==> src/rtl/pack_pkg.sv <==
// Shared constants and types for the Pack / unpack_frame serial link.
// Frame = 32-bit preamble followed by 243 payload bytes, MSB-first on the wire.
// Both ends import this package so frame geometry cannot drift apart.
package pack_pkg;

  localparam int unsigned SIZE_BIT_PACK        = 1976;
  localparam int unsigned SISE_PREAMBLE        = 32;
  localparam logic [31:0] PREAMBLE             = 32'hCF80AA31;
  localparam int unsigned LENGTHE_PAYLOAD_BYTE = (SIZE_BIT_PACK - SISE_PREAMBLE) / 8;

  typedef enum logic {
    HUNT    = 1'b0,
    PAYLOAD = 1'b1
  } unpack_state_t;

endpackage

==> src/rtl/unpack_frame_preamble_detect.sv <==
// Sliding-window preamble detector with bounded bit-error tolerance.
// Latency: o_match is combinational on the bit being shifted in this cycle.
// Backpressure: none; advances only when i_shift is asserted by the parent.
module preamble_detect #(
  parameter int unsigned         PRE_W   = 32,
  parameter logic [PRE_W-1:0]    PATTERN = 32'hCF80AA31,
  parameter int unsigned         MAX_ERR = 0
) (
  input  logic i_clk,
  input  logic i_reset,
  input  logic i_shift,
  input  logic i_clr,
  input  logic i_bit,
  output logic o_match
);

  localparam int unsigned  CW   = $clog2(PRE_W + 1);
  localparam logic [CW-1:0] FULL = CW'(PRE_W);

  logic [PRE_W-1:0] pre_sr_q, pre_sr_d;
  logic [CW-1:0]    pre_cnt_q, pre_cnt_d;

  // Next window contents and saturating fill count; clear wipes stale bits.
  always_comb begin
    pre_sr_d  = pre_sr_q;
    pre_cnt_d = pre_cnt_q;
    if (i_clr) begin
      pre_sr_d  = '0;
      pre_cnt_d = '0;
    end else if (i_shift) begin
      pre_sr_d  = {pre_sr_q[PRE_W-2:0], i_bit};
      pre_cnt_d = (pre_cnt_q == FULL) ? FULL : pre_cnt_q + 1'b1;
    end
  end

  // Match is judged on the window that includes the bit arriving now.
  always_comb begin
    o_match = i_shift && !i_clr && (pre_cnt_d == FULL) &&
              ($countones(pre_sr_d ^ PATTERN) <= int'(MAX_ERR));
  end

  // Window and fill-count registers.
  always_ff @(posedge i_clk or negedge i_reset) begin
    if (!i_reset) begin
      pre_sr_q  <= '0;
      pre_cnt_q <= '0;
    end else begin
      pre_sr_q  <= pre_sr_d;
      pre_cnt_q <= pre_cnt_d;
    end
  end

endmodule

==> src/rtl/unpack_frame.sv <==
// Frame synchroniser + byte packer: hunts for the preamble, then packs payload bits MSB-first into bytes.
// Latency: lock visible 1 cycle after the last preamble bit; byte valid 1 cycle after its 8th bit.
// Backpressure: bit input stalls only when a finished byte would overwrite an undrained output byte.
module unpack_frame #(
  parameter int unsigned                      SIZE_BIT_PACK   = pack_pkg::SIZE_BIT_PACK,
  parameter int unsigned                      SISE_PREAMBLE   = pack_pkg::SISE_PREAMBLE,
  parameter logic [SISE_PREAMBLE-1:0]         PREAMBLE        = pack_pkg::PREAMBLE,
  parameter int unsigned                      SIZE_OUTPUT_BIT = 8,
  parameter int unsigned                      MAX_ERR         = 0
) (
  input  logic                       i_clk,
  input  logic                       i_reset,
  input  logic                       i_data,
  input  logic                       i_valid_input,
  output logic                       o_ready_input,
  output logic [SIZE_OUTPUT_BIT-1:0] o_data,
  output logic                       o_valid,
  input  logic                       i_ready_output,
  output logic                       o_last,
  output logic                       o_locked
);

  import pack_pkg::*;

  localparam int unsigned   W         = SIZE_OUTPUT_BIT;
  localparam int unsigned   LEN       = (SIZE_BIT_PACK - SISE_PREAMBLE) / W;
  localparam int unsigned   BW        = $clog2(W);
  localparam logic [BW-1:0] BIT_LAST  = BW'(W - 1);
  localparam logic [7:0]    BYTE_LAST = 8'(LEN - 1);

  unpack_state_t state_q, state_d;
  logic [BW-1:0] bit_cnt_q, bit_cnt_d;
  logic [7:0]    byte_cnt_q, byte_cnt_d;
  logic [W-2:0]  asm_q, asm_d;
  logic [W-1:0]  dat_q, dat_d;
  logic          vld_q, vld_d;
  logic          last_q, last_d;

  logic accept, xfer, drain, frame_end, match;

  assign accept    = i_valid_input && o_ready_input;
  assign xfer      = (state_q == PAYLOAD) && accept && (bit_cnt_q == BIT_LAST);
  assign drain     = vld_q && i_ready_output;
  assign frame_end = xfer && (byte_cnt_q == BYTE_LAST);

  preamble_detect #(
    .PRE_W   (SISE_PREAMBLE),
    .PATTERN (PREAMBLE),
    .MAX_ERR (MAX_ERR)
  ) u_detect (
    .i_clk   (i_clk),
    .i_reset (i_reset),
    .i_shift ((state_q == HUNT) && accept),
    .i_clr   (frame_end),
    .i_bit   (i_data),
    .o_match (match)
  );

  // FSM state register.
  always_ff @(posedge i_clk or negedge i_reset) begin
    if (!i_reset) state_q <= HUNT;
    else          state_q <= state_d;
  end

  // FSM next state: lock on match, release after the final payload byte.
  always_comb begin
    state_d = state_q;
    case (state_q)
      HUNT:    if (match)     state_d = PAYLOAD;
      PAYLOAD: if (frame_end) state_d = HUNT;
      default:                state_d = HUNT;
    endcase
  end

  // FSM outputs: stall only when the completing bit has nowhere to go.
  always_comb begin
    o_locked      = (state_q == PAYLOAD);
    o_ready_input = !((state_q == PAYLOAD) && (bit_cnt_q == BIT_LAST) &&
                      vld_q && !i_ready_output);
  end

  // Byte assembly and frame counters.
  always_comb begin
    bit_cnt_d  = bit_cnt_q;
    byte_cnt_d = byte_cnt_q;
    asm_d      = asm_q;
    if (state_q == HUNT) begin
      if (match) begin
        bit_cnt_d  = '0;
        byte_cnt_d = '0;
      end
    end else if (accept) begin
      bit_cnt_d = bit_cnt_q + 1'b1;
      asm_d     = {asm_q[W-3:0], i_data};
      if (xfer) byte_cnt_d = byte_cnt_q + 1'b1;
    end
  end

  // Output register: a new byte wins over a same-cycle drain so valid stays high.
  always_comb begin
    dat_d  = dat_q;
    vld_d  = vld_q;
    last_d = last_q;
    if (xfer) begin
      dat_d  = {asm_q, i_data};
      vld_d  = 1'b1;
      last_d = (byte_cnt_q == BYTE_LAST);
    end else if (drain) begin
      dat_d  = '0;
      vld_d  = 1'b0;
      last_d = 1'b0;
    end
  end

  // Datapath registers.
  always_ff @(posedge i_clk or negedge i_reset) begin
    if (!i_reset) begin
      bit_cnt_q  <= '0;
      byte_cnt_q <= '0;
      asm_q      <= '0;
      dat_q      <= '0;
      vld_q      <= 1'b0;
      last_q     <= 1'b0;
    end else begin
      bit_cnt_q  <= bit_cnt_d;
      byte_cnt_q <= byte_cnt_d;
      asm_q      <= asm_d;
      dat_q      <= dat_d;
      vld_q      <= vld_d;
      last_q     <= last_d;
    end
  end

  assign o_data  = dat_q;
  assign o_valid = vld_q;
  assign o_last  = last_q;

endmodule

==> config.mk <==
export PLATFORM = sky130hd
export DESIGN_NAME = unpack_frame
export DESIGN_NICKNAME = d
export VERILOG_FILES = /design/src/rtl/pack_pkg.sv /design/src/rtl/unpack_frame_preamble_detect.sv /design/src/rtl/unpack_frame.sv
export SDC_FILE = /design/constraint.sdc
export NUM_CORES = 1
export LEC_CHECK = 0
export CORE_ASPECT_RATIO = 2
export CORE_MARGIN = 2
export CORE_UTILIZATION = 40
export CTS_CLUSTER_SIZE = 30
export DETAILED_ROUTE_END_ITERATION = 12
export DONT_BUFFER_PORTS = 1
export SLEW_MARGIN = 10
export SYNTH_ARGS = -nofsm -noshare
export SYNTH_HDL_FRONTEND = slang
export SYNTH_SLANG_ARGS = --single-unit
export TNS_END_PERCENT = 10
==> constraint.sdc <==
create_clock -name i_clk -period 16.1 [get_ports i_clk]
set_input_delay 3.22 -clock i_clk [delete_from_list [all_inputs] [get_ports i_clk]]
set_output_delay 3.22 -clock i_clk [all_outputs]
set_load 0.05 [all_outputs]
==> results of run 1 <==
-- registers in the layout, summed over array words and instances (netlist names) --
| register | count |
|---|---|
| o_data | 8 |
| u_detect.pre_cnt_q | 6 |
| o_valid | 1 |
| o_last | 1 |
| asm_q | 7 |
| byte_cnt_q | 8 |
| u_detect.pre_sr_q | 32 |
| o_locked | 1 |
| bit_cnt_q | 3 |
-- worst min-delay path, delay by kind of cell (launching register included) --
family,cells,cell delay (ns)
flops,1,0.34
simple gates,2,0.10
-- final cells by class --
| type | instances | area share (%) |
|---|---|---|
| multi-input cells | 264 | 47.4 |
| flip-flops and latches | 67 | 36.6 |
| well taps | 135 | 3.68 |
| clock buffers | 9 | 4.91 |
| repair buffers | 3 | 0.491 |
| clock inverters | 7 | 1.77 |
| inverters | 64 | 5.24 |
-- cells in the final DEF (no fill, tap or decap), types with 2 or more instances in the layout --
| cell | Yosys | layout |
|---|---|---|
| mux2_2 | 8 | 8 |
| xor2_1 | 2 | 2 |
| nand3b_1 | 2 | 2 |
| mux2i_1 | 15 | 15 |
| o21ba_1 | 2 | 2 |
| nand2_1 | 65 | 65 |
| o31ai_1 | 2 | 2 |
| clkbuf_16 | 0 | 9 |
| o21ai_0 | 6 | 6 |
| o22a_1 | 2 | 2 |
| nand3_1 | 14 | 14 |
| and3_1 | 6 | 6 |
| fa_1 | 26 | 26 |
| nor4_1 | 2 | 2 |
| or3_1 | 3 | 3 |
| a211o_1 | 2 | 2 |
| nor2b_1 | 3 | 2 |
| dfrtp_1 | 67 | 67 |
| buf_4 | 0 | 3 |
| nor2_1 | 12 | 12 |
| ha_1 | 30 | 30 |
| inv_1 | 64 | 64 |
| a21oi_1 | 25 | 25 |
| inv_6 | 0 | 4 |
| or2_2 | 12 | 12 |
| nand2b_1 | 6 | 6 |
-- metal layers --
metal | vias up | track usage, %
li1 | 1320 | -
met5 | - | 0
met3 | 12 | 2.69
met1 | 1401 | 16.1
met2 | 33 | 31.6
met4 | 0 | 7.64
-- stage by stage --
stage / hold slack (ns) / area, um^2 / utilization, % / instances
finish: 0.466 / 4590 / 45.5 / 549
CTS: 0.468 / 4590 / 45.5 / 549
global placement: 0.451 / 4280 / 42.4 / 533
floorplan: 0.435 / 4150 / - / 410
global route: 0.518 / 4590 / 45.5 / 549
detailed placement: 0.452 / 4280 / 42.4 / 533
-- logic make-up after synthesis --
group                      share of synthesized area (%)
buffers and inverters                               7.27
xor gates and xnor gates                           0.634
AOI/OAI and AO/OA                                   7.63
adders and majority gates                           21.6
DFF                                                 40.4
muxes                                               5.79
and+or+nand+nor                                     16.7
-- path summary, 6_finish.rpt --
check	from	end	slack (ns)	cells after the start
worst max-delay path	i_ready_output	byte_cnt_q[4]	6.66	21
worst min-delay path	asm_q[6]	o_data[7]	0.47	2
worst max register to register	o_locked	byte_cnt_q[4]	8.53	23
worst min register to register	asm_q[6]	o_data[7]	0.47	2
max in group asynchronous	i_reset	u_detect.pre_sr_q[11]	13.38	0
min in group asynchronous	i_reset	u_detect.pre_sr_q[24]	2.58	0
==> run_results.csv, run 1 <==
group,metric,value,unit
clock_tree,root_buffer,"clkbuf_16",
worst_setup_path,crit_top_cell,"fa_1",
worst_setup_path,worst_setup_path_end_kind,"register",
layout,drive_gt1_share,11.6,%
drt,routed_wl,8160,um
job,cap_violations,0,
synth,synth_async_sr_flop_share,100,%
drt,drc,0,
run_status,status,"finished, final reports clean",
sta,setup_viol,0,
synth,synth-seq-cells,67,
clock_tree,post-cts-setup-buffer-count,0,
sta,finClkSkew,0.00519,ns
drt,top_layer,"met4",
synth,syn-cell-area,0.00415,mm^2
clock_tree,clkTransAtPathRegs,0.06,ns
worst_setup_path,startpoint_type,"primary input",
sta,setup_tns,0,ns
clock_tree,cts_tree,"yes",
worst_setup_path,path_max_fanout,42,
drt,wl_met1,2990,um
synth,yosys-top-cells-area,"dfrtp_1, fa_1, ha_1, nand2_1, inv_1",
synth,synthCells,410,
sta,rsz0062_at_grt,"no",
synth,ys_warn_count,0,
synth,ys_top_cells_by_count,"dfrtp_1, nand2_1, inv_1, ha_1, fa_1",
placement,dp_hpwl,5940,um
drt,wl_met2,4830,um
global_route,grt_usage,16.1,%
synth,synth_flop_cell,"dfrtp_1",
drt,drt_iter0_markers,112,
drt,wl_per_cell,14.9,um
layout,seq_area,0.00168,mm^2
clock_tree,cts_buffers,9,
clock_tree,cts.sinks,67,
sta,period_share,58.7,%
sta,slew_violations,0,
clock_tree,clockBufferDepth,2,
placement,port_buffers,0,
drt,first_pass_iters,4,
synth,synth_nets,471,
sta,tightest_slew,0.916,ns
synth,syn_area_per_cell,10.1,um^2
sta,fmaxAchievable,106,MHz
clock_tree,cts_resized,0,
die,initial_utilization,41.1,%
die,die-area,0.0112,mm^2
global_route,grt-ovfl-total,0,
synth,yosysMostFrequentCell,"dfrtp_1",
drt,dr_wl_met3,168,um
worst_setup_path,path_buf_inv,4,
sta,setup_ws,6.66,ns
worst_setup_path,slowest_delay,0.58,ns
global_route,grt_pass1_wl,14000,um
layout,n_fill_cell,955,
worst_setup_path,worstPathRequired,16.32,ns
die,coreArea,0.0101,mm^2
drt,via_count,2766,
sta,period_needed,9.44,ns
synth,ys_seq_area_share,40.4,%
layout,multiInputGateArea,0.00217,mm^2
synth,synth_top_area_share,40.4,%
placement,dp_slack,6.26,ns
worst_hold_path,hold_class,"register to register",
clock_tree,hold_buffers,0,
placement,place_congestion,0.766,
global_route,grt_start_max_net_pins,68,
drt,viasPerCell,5.04,
worst_setup_path,crit_family,"adder cells",
sta,slew_headroom,38.7,%
global_route,grt_pass1_vias,2910,
layout,antennaDiodeCount,0,
die,ios,17,
synth,synth_edf_count,0,
synth,ys_types,45,
die,die_h,148,um
sta,hold_viol_final,0,
die,rows,52,
global_route,antenna_found_initial,0,
synth,yosys.area.top_type,"dfrtp_1",
clock_tree,worstSkewPairLatency,0.33,ns
worst_setup_path,cp_cell_sequence,"nand2b_1, and4b_1, buf_4, or2_2, ha_1, inv_1, fa_1, fa_1, fa_1, fa_1, fa_1, inv_1, ha_1, inv_1, fa_1, or4b_4, nor4_4, o221ai_2, nor4b_4, nor2_2, a211o_1",
worst_setup_path,critical_path_arrival,9.66,ns
layout,area_growth,10.6,%
die,dieWidth,76.0,um
layout,nets,470,
worst_setup_path,critPathSlowestCell,"fa_1",
drt,ant_nets,0,
worst_setup_path,critPathKind,"primary input to register",
clock_tree,ctsHtreeMaxLevel,3,
Power of run 1 is not shown: default switching activity piles up to over one toggle a cycle in this logic, so the estimate is an artifact.
==> run 2: changes to the inputs <==
--- a/config.mk
+++ b/config.mk
@@ -5,6 +5,7 @@
 export SDC_FILE = /design/constraint.sdc
 export NUM_CORES = 1
 export LEC_CHECK = 0
+export ABC_AREA = 1
 export CORE_ASPECT_RATIO = 2
 export CORE_MARGIN = 2
 export CORE_UTILIZATION = 40
==> constraint.sdc (replaced) <==
create_clock -name i_clk -period 8 [get_ports i_clk]
set_input_delay 1.6 -clock i_clk [delete_from_list [all_inputs] [get_ports i_clk]]
set_output_delay 1.6 -clock i_clk [all_outputs]
set_load 0.05 [all_outputs]
==> run_results.csv, run 2 <==
group,metric,value,unit
drt,drc,0,
layout,final_cells,618,
sta,slew_violations,0,
drt,routed_wl,8160,um
die,die-area,0.0114,mm^2
power,vdd_drop_max,0.103,mV
sta,hold-worst-slack,0.481,ns
global_route,grt_pass1_wl,14500,um
synth,ys_warn_count,0,
die,dieWidth,76.7,um
layout,max_flop_register,"u_detect.pre_sr_q",
sta,period_share,88.0,%
sta,hold_viol_final,0,
synth,synth-seq-cells,67,
clock_tree,clockBufferDepth,2,
synth,yosysMostFrequentCell,"inv_1",
synth,syn-cell-area,0.00422,mm^2
die,ios,17,
job,cap_violations,0,
worst_setup_path,r2r_slack,1.24,ns
sta,period_needed,7.04,ns
sta,rsz0062_at_grt,"no",
worst_hold_path,hold_start,"asm_q[5]",
power,leakagePower,2.57,nW
worst_setup_path,reg2reg_from,"o_locked",
synth,ys_seq_area_share,39.7,%
worst_setup_path,crit_family,"adder cells",
die,initial_utilization,40.6,%
sta,fmaxAchievable,142,MHz
layout,layout_commonest_cell,"inv_1",
sta,slew_headroom,60.3,%
die,coreArea,0.0104,mm^2
worst_setup_path,r2r-end,"byte_cnt_q[2]",
worst_hold_path,hold_class,"register to register",
worst_setup_path,path_buf_inv,7,
layout,area_growth,9.96,%
clock_tree,cts.sinks,67,
synth,ys_types,28,
clock_tree,hold_buffers,0,
drt,ant_nets,0,
clock_tree,cts_resized,0,
sta,setup_viol,0,
synth,synth_flop_cell,"dfrtp_1",
synth,ys_top_cells_by_count,"inv_1, dfrtp_1, nand2_1, o21ai_0, nand3_1",
worst_setup_path,path_max_fanout,34,
clock_tree,clkTransAtPathRegs,0.06,ns
layout,antennaDiodeCount,0,
synth,synth_top_area_share,39.7,%
worst_setup_path,startpoint_type,"primary input",
worst_setup_path,critPathSlowestCell,"fa_1",
layout,largest_reg_flops,32,
worst_hold_path,min_path_cells,2,
worst_setup_path,worstPathRequired,8.27,ns
clock_tree,root_buffer,"clkbuf_16",
synth,synth_edf_count,0,
placement,place_congestion,0.783,
placement,dp_hpwl,6170,um
clock_tree,post-cts-setup-buffer-count,0,
global_route,antenna_found_initial,0,
drt,viasPerCell,4.92,
layout,nets,537,
clock_tree,cts_tree,"yes",
worst_setup_path,slowest_delay,0.54,ns
layout,mostFrequentLayoutCells,"inv_1, dfrtp_1, nand2_1",
sta,finClkSkew,0.00692,ns
sta,setup_tns,0,ns
worst_setup_path,critical_path_arrival,7.31,ns
die,die_h,149,um
clock_tree,cts_buffers,9,
die,rows,53,
synth,yosys-top-cells-area,"dfrtp_1, fa_1, inv_1, ha_1, nand2_1",
global_route,grt-ovfl-total,0,
layout,drive_gt1_share,10.2,%
clock_tree,worstSkewPairLatency,0.34,ns
power,p_per_area,197,mW/mm^2
placement,dpl.cell_count,602,
worst_setup_path,worst_setup_path_end_kind,"register",
synth,synth_nets,539,
clock_tree,ctsHtreeMaxLevel,3,
run_status,status,"finished, final reports clean",
synth,synthCells,478,
synth,syn_area_per_cell,8.83,um^2
drt,wl_per_cell,13.2,um
global_route,grt_start_max_net_pins,68,
global_route,grt_usage,16.4,%
synth,synth_async_sr_flop_share,100,%
worst_setup_path,ff2ff_path_depth,29,
placement,port_buffers,0,
drt,first_pass_iters,4,
drt,drt_iter0_markers,133,
synth,yosys.area.top_type,"dfrtp_1",
global_route,grt_pass1_vias,3153,
worst_hold_path,hold_end,"asm_q[6]",
sta,tightest_slew,0.594,ns
drt,via_count,3038,
worst_setup_path,critPathKind,"primary input to register",
-- run 2: changes by cell type in the layout (fill, tap and decap cells not counted), sizes merged, moves of 6 or more --
cell	change
o21ai	+29
nor2	+8
inv	+44
nand2b	-6
o211ai	+13
mux2i	-15
mux2	-8
nand3	+24
-- run 2: cells by family (layout without fill, tap and decap cells) --
logic type / count (synthesis) / in the layout / share of synthesized area (%)
adder cells (fa/ha/maj): 56 / 56 / 21.2
AND/OR/NAND/NOR: 152 / 152 / 17.0
buffers and inverters: 127 / 130 / 11.9
XOR/XNOR: 2 / 2 / 0.415
flip-flops: 67 / 67 / 39.7
AO/OA/AOI/OAI: 74 / 74 / 9.75
-- run 2: layer usage --
| metal | global-route usage [%] | share of wire (%) | up-vias |
|---|---|---|---|
| met2 | 30.2 | 55 | 59 |
| met5 | 0 | 0 | - |
| met1 | 16.1 | 36 | 1465 |
| met3 | 3.45 | 3.2 | 28 |
| met4 | 11.4 | 5.6 | 0 |
| li1 | - | - | 1486 |
-- run 2: tightest hold or removal path, delay by kind of cell, from the launching register on --
family	cells	cell delay [ns]
simple gates	1	0.05
flops	1	0.34
compound gates	1	0.06
-- run 2: final cells by class --
cell class	count	area (um^2)
sequential	67	1680
timing repair buffer	4	30.0
inverter	110	413
clock inverter	7	83.8
fill	1030	5770
tap	137	171
clock buffer	9	225
multi-input combinational	284	2040
-- run 2: worst max path at each step --
stage | start | end | depth (start not counted)
finish | i_ready_output | byte_cnt_q[2] | 31
CTS | i_ready_output | byte_cnt_q[4] | 30
global placement | i_ready_output | byte_cnt_q[6] | 30
global route | i_ready_output | byte_cnt_q[5] | 31
floorplan | i_ready_output | byte_cnt_q[4] | 30
detailed placement | i_ready_output | byte_cnt_q[4] | 30
-- run 2: report_power, final --
group | switching [W] | total (W) | internal (W) | leakage (nW)
logic | 0.0000328 | 0.0000568 | 0.0000241 | 1.63
registers | 0.0000785 | 0.000448 | 0.000370 | 0.790
clock network | 0.000161 | 0.000408 | 0.000246 | 0.149
total | 0.000272 | 0.000913 | 0.000640 | 2.57
-- run 2: per-stage QoR --
stage | worst slack (ns) | instance area, um^2 | total power (W) | util (%)
finish | 0.958 | 4640 | 0.000913 | 44.6
global route | 0.425 | 4640 | 0.000956 | 44.6
CTS | 0.932 | 4640 | 0.000923 | 44.6
detailed placement | 0.612 | 4330 | 0.000513 | 41.6
global placement | 0.678 | 4330 | 0.000509 | 41.6
floorplan | 0.800 | 4220 | 0.000495 | -
Note: power is estimated with default switching activity, not from simulation.
==> run 3: changes to the inputs <==
--- a/config.mk
+++ b/config.mk
@@ -12,6 +12,7 @@
 export CTS_CLUSTER_SIZE = 30
 export DETAILED_ROUTE_END_ITERATION = 12
 export DONT_BUFFER_PORTS = 1
+export MAX_ROUTING_LAYER = met4
 export SLEW_MARGIN = 10
 export SYNTH_ARGS = -nofsm -noshare
 export SYNTH_HDL_FRONTEND = slang
==> run_results.csv, run 3 (synthesized netlist as in run 2, its figures left out) <==
group,metric,value,unit
die,rows,53,
layout,max_flop_register,"u_detect.pre_sr_q",
sta,tightest_slew,0.592,ns
worst_hold_path,min_path_cells,2,
layout,layout_commonest_cell,"inv_1",
power,power.share.clock,44.7,%
clock_tree,cts_resized,0,
layout,mostFrequentLayoutCells,"inv_1, dfrtp_1, nand2_1",
power,swShare,29.9,%
worst_setup_path,critPathSlowestCell,"fa_1",
global_route,grt_pass1_wl,14500,um
sta,setup_viol,0,
clock_tree,worstSkewPairLatency,0.34,ns
sta,hold_viol_final,0,
sta,slew_violations,0,
sta,period_share,88.1,%
die,dieWidth,76.7,um
clock_tree,ctsHtreeMaxLevel,3,
power,leakagePower,2.57,nW
clock_tree,clockBufferDepth,2,
power,intPower,0.000640,W
die,die-area,0.0114,mm^2
worst_setup_path,crit_family,"adder cells",
drt,drt_iter0_markers,125,
run_status,status,"finished, final reports clean",
power,switching_power,0.000273,W
layout,nets,537,
layout,design_area,0.00464,mm^2
die,die_h,149,um
drt,viasPerCell,4.86,
die,ios,17,
layout,antennaDiodeCount,0,
worst_hold_path,hold_start,"asm_q[5]",
sta,slew_headroom,60.4,%
clock_tree,clkTransAtPathRegs,0.06,ns
worst_setup_path,ff2ff_path_depth,29,
placement,port_buffers,0,
clock_tree,cts_buffers,9,
global_route,grt_usage,16.8,%
sta,rsz0062_at_grt,"no",
worst_hold_path,hold_class,"register to register",
worst_setup_path,worstPathRequired,8.27,ns
sta,setup_tns,0,ns
placement,dp_hpwl,6170,um
global_route,grt-ovfl-total,0,
worst_setup_path,startpoint_type,"primary input",
global_route,antenna_found_initial,0,
job,cap_violations,0,
clock_tree,hold_buffers,0,
worst_setup_path,crit_start,"i_ready_output",
placement,place_congestion,0.795,
drt,ant_nets,0,
layout,area_growth,9.96,%
global_route,grt_start_max_net_pins,68,
layout,drive_gt1_share,10.2,%
worst_setup_path,worst_setup_path_end_kind,"register",
drt,via_count,3004,
drt,first_pass_iters,4,
worst_setup_path,reg2reg_from,"o_locked",
worst_setup_path,path_max_fanout,34,
worst_setup_path,critPathKind,"primary input to register",
sta,finClkSkew,0.00667,ns
die,initial_utilization,40.6,%
layout,largest_reg_flops,32,
clock_tree,post-cts-setup-buffer-count,0,
drt,drc,0,
power,p_per_area,197,mW/mm^2
die,coreArea,0.0104,mm^2
clock_tree,cts_tree,"yes",
power,vdd_drop_max,0.103,mV
power,pwr-share-seq,49.1,%
drt,routed_wl,8170,um
drt,wl_per_cell,13.2,um
worst_setup_path,critical_path_arrival,7.32,ns
power,power_frac_comb,6.2,%
power,total_power,0.000913,W
clock_tree,cts.sinks,67,
sta,period_needed,7.05,ns
worst_setup_path,path_buf_inv,7,
worst_setup_path,slowest_delay,0.54,ns
sta,fmaxAchievable,142,MHz
sta,hold-worst-slack,0.481,ns
global_route,grt_pass1_vias,3146,
worst_setup_path,crit_cells,31,
placement,placed_cell_area,0.00433,mm^2
clock_tree,root_buffer,"clkbuf_16",
run 3: path summary, 6_finish.rpt:
path | to | slack (ns)
min reg2reg | asm_q[6] | 0.48
min in group asynchronous | asm_q[6] | 0.95
max in group asynchronous | byte_cnt_q[2] | 6.94
min | asm_q[6] | 0.48
max reg2reg | byte_cnt_q[2] | 1.24
max | byte_cnt_q[2] | 0.95
run 3: area by class of cell:
class | count | area (um^2)
Multi-Input combinational cell | 284 | 2040
Clock inverter | 7 | 83.8
Fill cell | 1030 | 5770
Timing Repair Buffer | 4 | 30.0
Inverter | 110 | 413
Tap cell | 137 | 171
Sequential cell | 67 | 1680
Clock buffer | 9 | 225
run 3: power groups by stage:
stage / clock (W) / combinational (W) / sequential (W)
after floorplan: 0 / 0.0000470 / 0.000449
after global placement: 0 / 0.0000549 / 0.000454
after detailed placement: 0 / 0.0000577 / 0.000455
after CTS: 0.000416 / 0.0000580 / 0.000449
after global routing: 0.000434 / 0.0000691 / 0.000453
final: 0.000408 / 0.0000566 / 0.000448
run 3: metrics by stage:
stage	setup WS (ns)	utilization, %	instances
final	0.953	44.6	618
after global routing	0.426	44.6	618
after CTS	0.932	44.6	618
after detailed placement	0.612	41.6	602
after global placement	0.678	41.6	602
after floorplan	0.800	-	478
run 3: worst register-to-register path: cells and delay by family (launching register included):
family | cells | cell delay (ns)
flip-flops | 1 | 0.71
AO/OA/AOI/OAI | 2 | 0.38
adder cells (fa/ha/maj) | 8 | 3.23
AND/OR/NAND/NOR | 12 | 1.23
buffers and inverters | 7 | 1.14
run 3: per-layer routing:
metal  routed length [um]  GRT usage, %  vias to the layer above
li1                     -             -                     1486
met1                 3010          16.0                     1436
met2                 4460          30.3                       50
met3                  227          3.45                       32
met4                  463          11.4                        0
met5                    0             -                        -
